==> src/rtl/mult_div_unit.sv <==
// mult_div_unit: sequential signed multiply/divide unit that produces the HI/LO pair.
//   mult (op=0): Booth radix-2, 32 iterations, {hi,lo} = a*b (signed, full width).
//   div  (op=1): restoring division on magnitudes, 32 iterations,
//                lo = quotient and hi = remainder, both truncated toward zero.
// Ports:
//   clk, reset_n          rising-edge clock, asynchronous active-low reset
//   start, op, a, b       request, operation select and operands (all sampled in IDLE)
//   hi, lo                result pair; these hold their value between operations
//   busy                  high while iterating (RUN)
//   done                  one-cycle pulse (DONE)
//   div_zero              divide-by-zero flag for the last accepted operation
module mult_div_unit #(
    parameter int WIDTH = 32,
    parameter int CNT_W = 6     // must satisfy 2**CNT_W > WIDTH
) (
    input  logic             clk,
    input  logic             reset_n,
    input  logic             start,
    input  logic             op,
    input  logic [WIDTH-1:0] a,
    input  logic [WIDTH-1:0] b,
    output logic [WIDTH-1:0] hi,
    output logic [WIDTH-1:0] lo,
    output logic             busy,
    output logic             done,
    output logic             div_zero
);

    typedef enum logic [1:0] {S_IDLE, S_RUN, S_DONE} state_e;

    state_e             state_q, state_d;
    logic [WIDTH:0]     acc_q, acc_d;        // mult: Booth accumulator; div: partial remainder
    logic [WIDTH-1:0]   q_q, q_d;            // mult: multiplier; div: dividend -> quotient
    logic               qm1_q, qm1_d;        // Booth q_-1 bit
    logic [WIDTH-1:0]   m_q, m_d;            // mult: multiplicand; div: divisor magnitude
    logic               op_q, op_d;
    logic               quo_neg_q, quo_neg_d;
    logic               rem_neg_q, rem_neg_d;
    logic [CNT_W-1:0]   cnt_q, cnt_d;
    logic [WIDTH-1:0]   hi_q, hi_d, lo_q, lo_d;
    logic               div_zero_q, div_zero_d;
    logic               busy_q, busy_d, done_q, done_d;

    // One iteration of either algorithm, computed from the current registers.
    logic [WIDTH:0]     booth_sum, div_shift, div_trial;
    logic [WIDTH:0]     iter_acc;
    logic [WIDTH-1:0]   iter_q;
    logic               iter_qm1;
    logic [WIDTH-1:0]   a_mag, b_mag, quo_res, rem_res;

    // The accumulator is one bit wider than the operands so that subtracting
    // a multiplicand of -2^(WIDTH-1) cannot overflow.
    always_comb begin
        // NOTE: every always_comb output gets a default first so no latch is inferred.
        booth_sum = acc_q;
        unique case ({q_q[0], qm1_q})
            2'b01:   booth_sum = acc_q + {m_q[WIDTH-1], m_q};
            2'b10:   booth_sum = acc_q - {m_q[WIDTH-1], m_q};
            default: booth_sum = acc_q;
        endcase

        // The shifted remainder is below 2^WIDTH, so bit WIDTH of the trial
        // subtraction is set exactly when the divisor does not fit.
        div_shift = {acc_q[WIDTH-1:0], q_q[WIDTH-1]};
        div_trial = div_shift - {1'b0, m_q};

        iter_acc = acc_q;
        iter_q   = q_q;
        iter_qm1 = qm1_q;
        if (!op_q) begin
            iter_acc = {booth_sum[WIDTH], booth_sum[WIDTH:1]};
            iter_q   = {booth_sum[0], q_q[WIDTH-1:1]};
            iter_qm1 = q_q[0];
        end else if (div_trial[WIDTH]) begin
            iter_acc = div_shift;
            iter_q   = {q_q[WIDTH-2:0], 1'b0};
        end else begin
            iter_acc = div_trial;
            iter_q   = {q_q[WIDTH-2:0], 1'b1};
        end
    end

    // The magnitude of -2^(WIDTH-1) is representable as an unsigned WIDTH-bit value.
    assign a_mag   = a[WIDTH-1] ? -a : a;
    assign b_mag   = b[WIDTH-1] ? -b : b;
    assign quo_res = quo_neg_q ? -iter_q : iter_q;
    assign rem_res = rem_neg_q ? -iter_acc[WIDTH-1:0] : iter_acc[WIDTH-1:0];

    always_comb begin
        state_d    = state_q;
        acc_d      = acc_q;
        q_d        = q_q;
        qm1_d      = qm1_q;
        m_d        = m_q;
        op_d       = op_q;
        quo_neg_d  = quo_neg_q;
        rem_neg_d  = rem_neg_q;
        cnt_d      = cnt_q;
        hi_d       = hi_q;
        lo_d       = lo_q;
        div_zero_d = div_zero_q;

        unique case (state_q)
            S_IDLE: begin
                if (start) begin
                    op_d  = op;
                    cnt_d = '0;
                    acc_d = '0;
                    qm1_d = 1'b0;
                    if (op && (b == '0)) begin
                        // Divide by zero: skip the schedule and leave hi/lo untouched.
                        div_zero_d = 1'b1;
                        state_d    = S_DONE;
                    end else begin
                        div_zero_d = 1'b0;
                        state_d    = S_RUN;
                        if (!op) begin
                            m_d = a;
                            q_d = b;
                        end else begin
                            m_d       = b_mag;
                            q_d       = a_mag;
                            quo_neg_d = a[WIDTH-1] ^ b[WIDTH-1];
                            rem_neg_d = a[WIDTH-1];
                        end
                    end
                end
            end
            S_RUN: begin
                acc_d = iter_acc;
                q_d   = iter_q;
                qm1_d = iter_qm1;
                cnt_d = cnt_q + 1'b1;
                if (cnt_q == CNT_W'(WIDTH - 1)) begin
                    state_d = S_DONE;
                    if (!op_q) begin
                        hi_d = iter_acc[WIDTH-1:0];
                        lo_d = iter_q;
                    end else begin
                        hi_d = rem_res;
                        lo_d = quo_res;
                    end
                end
            end
            S_DONE:  state_d = S_IDLE;
            default: state_d = S_IDLE;
        endcase

        busy_d = (state_d == S_RUN);
        done_d = (state_d == S_DONE);
    end

    always_ff @(posedge clk or negedge reset_n) begin
        if (!reset_n) begin
            state_q    <= S_IDLE;
            acc_q      <= '0;
            q_q        <= '0;
            qm1_q      <= 1'b0;
            m_q        <= '0;
            op_q       <= 1'b0;
            quo_neg_q  <= 1'b0;
            rem_neg_q  <= 1'b0;
            cnt_q      <= '0;
            hi_q       <= '0;
            lo_q       <= '0;
            div_zero_q <= 1'b0;
            busy_q     <= 1'b0;
            done_q     <= 1'b0;
        end else begin
            // NOTE: sequential state uses non-blocking assignments so every flop samples pre-edge values.
            state_q    <= state_d;
            acc_q      <= acc_d;
            q_q        <= q_d;
            qm1_q      <= qm1_d;
            m_q        <= m_d;
            op_q       <= op_d;
            quo_neg_q  <= quo_neg_d;
            rem_neg_q  <= rem_neg_d;
            cnt_q      <= cnt_d;
            hi_q       <= hi_d;
            lo_q       <= lo_d;
            div_zero_q <= div_zero_d;
            busy_q     <= busy_d;
            done_q     <= done_d;
        end
    end

    assign hi       = hi_q;
    assign lo       = lo_q;
    assign busy     = busy_q;
    assign done     = done_q;
    assign div_zero = div_zero_q;

endmodule
==> config.mk <==
export PLATFORM = sky130hd
export DESIGN_NAME = mult_div_unit
export DESIGN_NICKNAME = d
export VERILOG_FILES = /design/src/rtl/mult_div_unit.sv
export SDC_FILE = /design/constraint.sdc
export NUM_CORES = 1
export LEC_CHECK = 0
export ABC_AREA = 1
export CAP_MARGIN = 20
export CORE_AREA = 2 2 194 196
export CTS_CLUSTER_DIAMETER = 120
export DETAILED_ROUTE_END_ITERATION = 12
export DIE_AREA = 0 0 196 198
export GPL_TIMING_DRIVEN = 0
export PLACE_DENSITY = 0.78
export SETUP_SLACK_MARGIN = 0.02
export SLEW_MARGIN = 10
export SYNTH_ARGS = -nofsm -noshare
export SYNTH_HDL_FRONTEND = slang
export SYNTH_SLANG_ARGS = --single-unit
==> constraint.sdc <==
create_clock -name clk -period 12.1 [get_ports clk]
set_input_delay 2.42 -clock clk [delete_from_list [all_inputs] [get_ports clk]]
set_output_delay 2.42 -clock clk [all_outputs]
set_load 0.005 [all_outputs]
* Word-level counts from Yosys, hierarchy flattened
Index checks and enable logic that the tools add are counted.
** Word-level totals
- Output and inout bits :: 67
- Flip-flop bits (word level) :: 176
** Operators by class
- Equal/unequal tests :: 9
- $add $sub $neg :: 8
- Reductions and logical operators :: 11
- Bitwise operators :: 2
- Multiplexer cells :: 28
** Operators by type and width (count)
- 32-bit two-way mux :: 11
- 33-bit case mux with 2 select lines :: 2
- 32-bit negator :: 4
- 33-bit two-way mux :: 3
- 32-bit case mux with 2 select lines :: 1
- 33-bit adder :: 1
- 33-bit by 32-bit subtractor with 33-bit output :: 1
- 33-bit subtractor :: 1
- 32-bit logical NOT :: 1
- 6-bit case mux with 2 select lines :: 1
- 3-bit AND reduction :: 3
- 6-bit by 1-bit adder with 6-bit output, second input constant :: 1
- 2-bit by 1-bit == test with 1-bit output, second input constant :: 3
- 6-bit by 5-bit == test with 1-bit output, second input constant :: 1
- 2-bit two-way mux :: 3
- 6-bit two-way mux :: 1
- 2-bit != test, second input constant :: 3
- 2-bit AND reduction :: 3
- 2-bit == test, second input constant :: 2
- 1-bit two-way mux :: 4
- 2-bit case mux with 2 select lines :: 1
- 4-bit AND reduction :: 1
- 2-bit logical NOT :: 1
- 1-bit case mux with 2 select lines :: 1
- 4 further kinds :: 4

* Longest topological paths before layout
- Depth in word-level cells :: 6
- Mapped depth :: 35
- Depth with buffers taken out :: 35

* Least setup slack after synthesis
No wires, ideal clock.
- Kind :: input -> register
- Start :: in b[0]
- End :: reg q_q[3]
- Required time :: 11.958 ns
- Arrival :: 4.146 ns
- Stages on the path :: 14
- Library setup time :: 0.142 ns
- Buffers on the path :: 1
- Path slack :: 7.812 ns
- Cells stage by stage :: inv_1 -> ha_1 -> nand4_1 -> nor4_4 -> nand4_1 -> nor4_2 -> nand3_1 -> nor2_1 -> nand2_1 -> nand2_1 -> nand2_1 -> inv_2 -> buf_4 -> o221ai_1
** Between the ends
- Longest elaborated chain between the ends :: 4
** Ends and longest elaborated chain
- start: declaration :: line 21 : input logic [WIDTH-1:0] b,
- 32-bit logical NOT :: line 110 : if (op && (b == '0)) begin
- 1-bit logical AND :: line 110
- 2-bit != test (no source line)
- 3-bit AND reduction (no source line)
- end signal: assignment :: line 173 : q_q <= q_d;
- end: declaration :: line 33 : logic [WIDTH-1:0] q_q, q_d;
No other way between the ends.
A chain may end at the register's enable or synchronous reset.

* Worst setup path in the final report
- Start :: reg m_q[23]
- End :: reg hi_q[31] (netlist: hi[31])
** Between the ends
- Longest elaborated chain between the ends :: 6
- Elaborated cells on any way between the ends :: 9
- Those cells by class :: add/sub (4); mux (5)
** Ends and longest elaborated chain
- start: declaration :: line 35 : logic [WIDTH-1:0] m_q, m_d;
- start signal: assignment :: line 175 : m_q <= m_d;
- 33-bit subtractor, or another cell as far along :: line 58 : 2'b10: booth_sum = acc_q - {m_q[WIDTH-1], m_q};
- 33-bit case mux with 2 select lines / 33-bit two-way mux (equally long branches) :: line 56, 74
- 33-bit two-way mux (*) :: line 70 : if (!op_q) begin
- 32-bit negator :: line 87 : assign rem_res = rem_neg_q ? -iter_acc[WIDTH-1:0] : iter_acc[WIDTH-1:0];
- 32-bit two-way mux :: line 87
- 32-bit two-way mux (*) :: line 136 : if (!op_q) begin
- end signal: assignment :: line 180 : hi_q <= hi_d;
- end: declaration :: line 40 : logic [WIDTH-1:0] hi_q, hi_d, lo_q, lo_d;
Mark *: on every way between the ends. The rest lies on a longest branch, timed or not.

==> impl_metrics.csv <==
group,metric,value,unit
run_status,status,"finished clean",
die,initial_core_util,49.00,%
min_path,hp-class,"reg -> reg",
setup_path,cpMostUsedCell,"nand2_1",
setup_path,end_kind,"register",
die,placementRows,71,
setup_path,critical_path.endpoint,"hi[31]",
cells_and_area,final_cells,3652,
cts,clock_latency,0.48,ns
setup_path,cp-start-kind,"register",
cts,htreeDepth,4,
die,die_y,198,um
setup_path,regToRegStartpoint,"m_q[23]",
grt,antenna_found_initial,0,
synth,synthTopCellsByArea,"dfrtp_1, nand2_1, inv_1, nand3_1, nor2_1",
cts,path_clk_slew,0.08,ns
timing,hold_viol_final,0,
setup_path,critPathMaxFanout,10,
synth,yosysTopAreaCell,"dfrtp_1",
grt,first_global_vias,19657,
die,dieArea,38810,um^2
grt,grt_max_degree,95,
flow_run,drv_cap,0,
synth,synth_edf_count,0,
detailed_routing,via_per_inst,5.711,
timing,rsz0062_at_grt,"no",
detailed_routing,drt_iter0_drc,2181,
detailed_routing,ant_nets,0,
grt,grt_use_total,38.70,%
setup_path,crit_slowest_cell,"o21ai_0",
setup_path,crit_required,12.48,ns
cts,post_cts_buffers,0,
timing,relSlewSlack,34.01,%
timing,final.period_utilization,51.60,%
die,die_w,196,um
setup_path,reg2reg_setup_slack,5.86,ns
detailed_routing,drc,0,
cts,cts_hold_buf,0,
setup_path,r2r_end,"hi[31]",
timing,fmax,0.1602,GHz
synth,syn_area,18110,um^2
cells_and_area,diodes,0,
placed_design,hpwl,62280,um
cells_and_area,area_growth_syn_to_layout,14.00,%
timing,fin_skew,0.01519,ns
die,core_area,36960,um^2
setup_path,arrival,6.62,ns
cts,cts_tree,"built",
synth,avgSynthCellArea,6.013,um^2
detailed_routing,vias,20858,
timing,timing.final.crit_period,6.243,ns
setup_path,worstRegToRegCells,27,
placed_design,numPortBuffers,133,
die,io_pins,135,
timing,finalSetupTns,0,ns
synth,synth_ff_type,"dfrtp_1",
cts,post_cts_resized,0,
synth,synth_top_area_share,24.32,%
cts,cts_buffer_depth,2,
detailed_routing,wl_per_cell,20.57,um
setup_path,max_stage_delay,0.75,ns
grt,grt_pass1_wl,111800,um
timing,final_max_slew_viol_count,0,
grt,grt.overflow.total,0,
placed_design,post-place-cells,3620,
synth,synth_cells,3012,
detailed_routing,dr.pass1.iters,6,
detailed_routing,wl,75120,um
placed_design,routabilityCongestion,1.102,
cts,cts_made_buffers,17,
synth,synth-async-reset-ratio,100.0,%
synth,synth-seq-area-share,24.32,%
setup_path,worstSetupPathType,"reg -> reg",
setup_path,worstSetupStartpoint,"m_q[23]",
cts,clock_sinks,176,
cells_and_area,drive_above_1_share,4.877,%
cells_and_area,final_nets,3307,
cells_and_area,fillers,3824,
synth,yosysUniqueCellTypes,58,
timing,worst_slew_pin_slew,0.9795,ns
synth,syn-num-nets,3154,
cts,clockRootBuffer,"clkbuf_16",
timing,setup_viol,0,
synth,ys_warn_count,0,
synth,ys_ff_latch,176,
-- cells by family (layout without fill, tap and decap cells) --
| family | after synthesis | after routing | synth area share (%) |
|---|---|---|---|
| flip-flops | 176 | 176 | 24.32 |
| AND/OR/NAND/NOR | 1481 | 1481 | 34.55 |
| adder cells (fa/ha/maj) | 74 | 74 | 5.196 |
| AO/OA/AOI/OAI | 541 | 541 | 17.02 |
| multiplexers | 3 | 3 | 0.1727 |
| buffers and inverters | 635 | 801 | 13.80 |
| XOR/XNOR | 102 | 102 | 4.933 |
-- sequential cells by signal (all words and copies together) (netlist names) --
register	count
q_q	32
div_zero	1
op_q	1
cnt_q	6
rem_neg_q	1
hi	32
m_q	32
done	1
qm1_q	1
lo	32
busy	1
acc_q	33
quo_neg_q	1
state_q	2
-- cell type report --
class                   count  area [um^2]  area share, %
well taps                 474        593.1          2.873
repair buffers            134         1364          6.606
clock inverters            15        153.9         0.7454
clock buffers              17        425.4          2.060
plain buffers              99        483.0          2.339
flip-flops and latches    176         4404          21.33
inverters                 536         2017          9.769
multi-input cells        2201        11210          54.28
-- how the worst min path moves through the flow --
stage / start / endpoint / slack [ns] / cells past startpoint
after floorplan: q_q[20] / q_q[20] / 0.45 / 2
after global placement: hi[26] / hi[26] / 0.47 / 2
after detailed placement: q_q[26] / q_q[26] / 0.48 / 2
after CTS: hi[10] / hi[10] / 0.50 / 1
after global routing: hi[17] / hi[17] / 0.51 / 1
final: hi[10] / hi[10] / 0.49 / 1
-- routing by layer --
metal	GRT usage, %	wire [um]	share of wire [%]	vias up
met5	0	0	0	-
li1	-	-	-	9934
met2	64.04	34220	46	1026
met4	29.97	6526	8.7	0
met3	5.842	5832	7.8	240
met1	45.35	28540	38	9658
-- placed cells by master (no fill, tap or decap), types with 14 or more instances in the layout --
cell type          n
o221ai_1          18
a22oi_1           14
xnor2_1           16
ha_1              72
inv_1            519
a21oi_1          181
nand4_1           31
clkbuf_1          54
nand3_1          204
o22ai_1           36
o21ai_1           39
buf_2             19
xor2_1            86
nor3_1            26
nor2_1           257
clkbuf_16         17
o21ai_0          172
o211ai_1          25
dfrtp_1          176
nor2_2            14
nand2_1          882
clkdlybuf4s50_1  132
-- worst max-delay path: cells and delay by family, from the launching register on --
family	cells	cell delay, ns
AOI/OAI and AO/OA	6	1.81
and+or+nand+nor	15	1.75
buffers and inverters	4	1.12
adders and majority gates	2	0.90
DFF	1	0.53
-- per-stage QoR --
| stage | cell area (um^2) | setup WS, ns | util (%) | hold slack, ns |
|---|---|---|---|---|
| 6_report | 20650 | 5.857 | 55.87 | 0.4932 |
| 4_1_cts | 20650 | 6.262 | 55.87 | 0.4965 |
| 3_5_place_dp | 20070 | 6.321 | 54.30 | 0.4776 |
| 3_3_place_gp | 20030 | 1.208 | 54.21 | 0.4654 |
| 2_1_floorplan | 18110 | 7.812 | - | 0.4530 |
| 5_1_grt | 20650 | 5.568 | 55.87 | 0.5087 |
-- synthesized netlist by cell type (36+ instances only) --
| cell type | n |
|---|---|
| a21oi_1 | 181 |
| o21ai_0 | 172 |
| o22ai_1 | 36 |
| nor2_1 | 257 |
| ha_1 | 72 |
| clkbuf_1 | 54 |
| xor2_1 | 86 |
| nand2_1 | 882 |
| dfrtp_1 | 176 |
| o21ai_1 | 39 |
| nand3_1 | 204 |
| inv_1 | 519 |
Power is not shown: default switching activity piles up to over one toggle a cycle in this logic, so the estimate is an artifact.
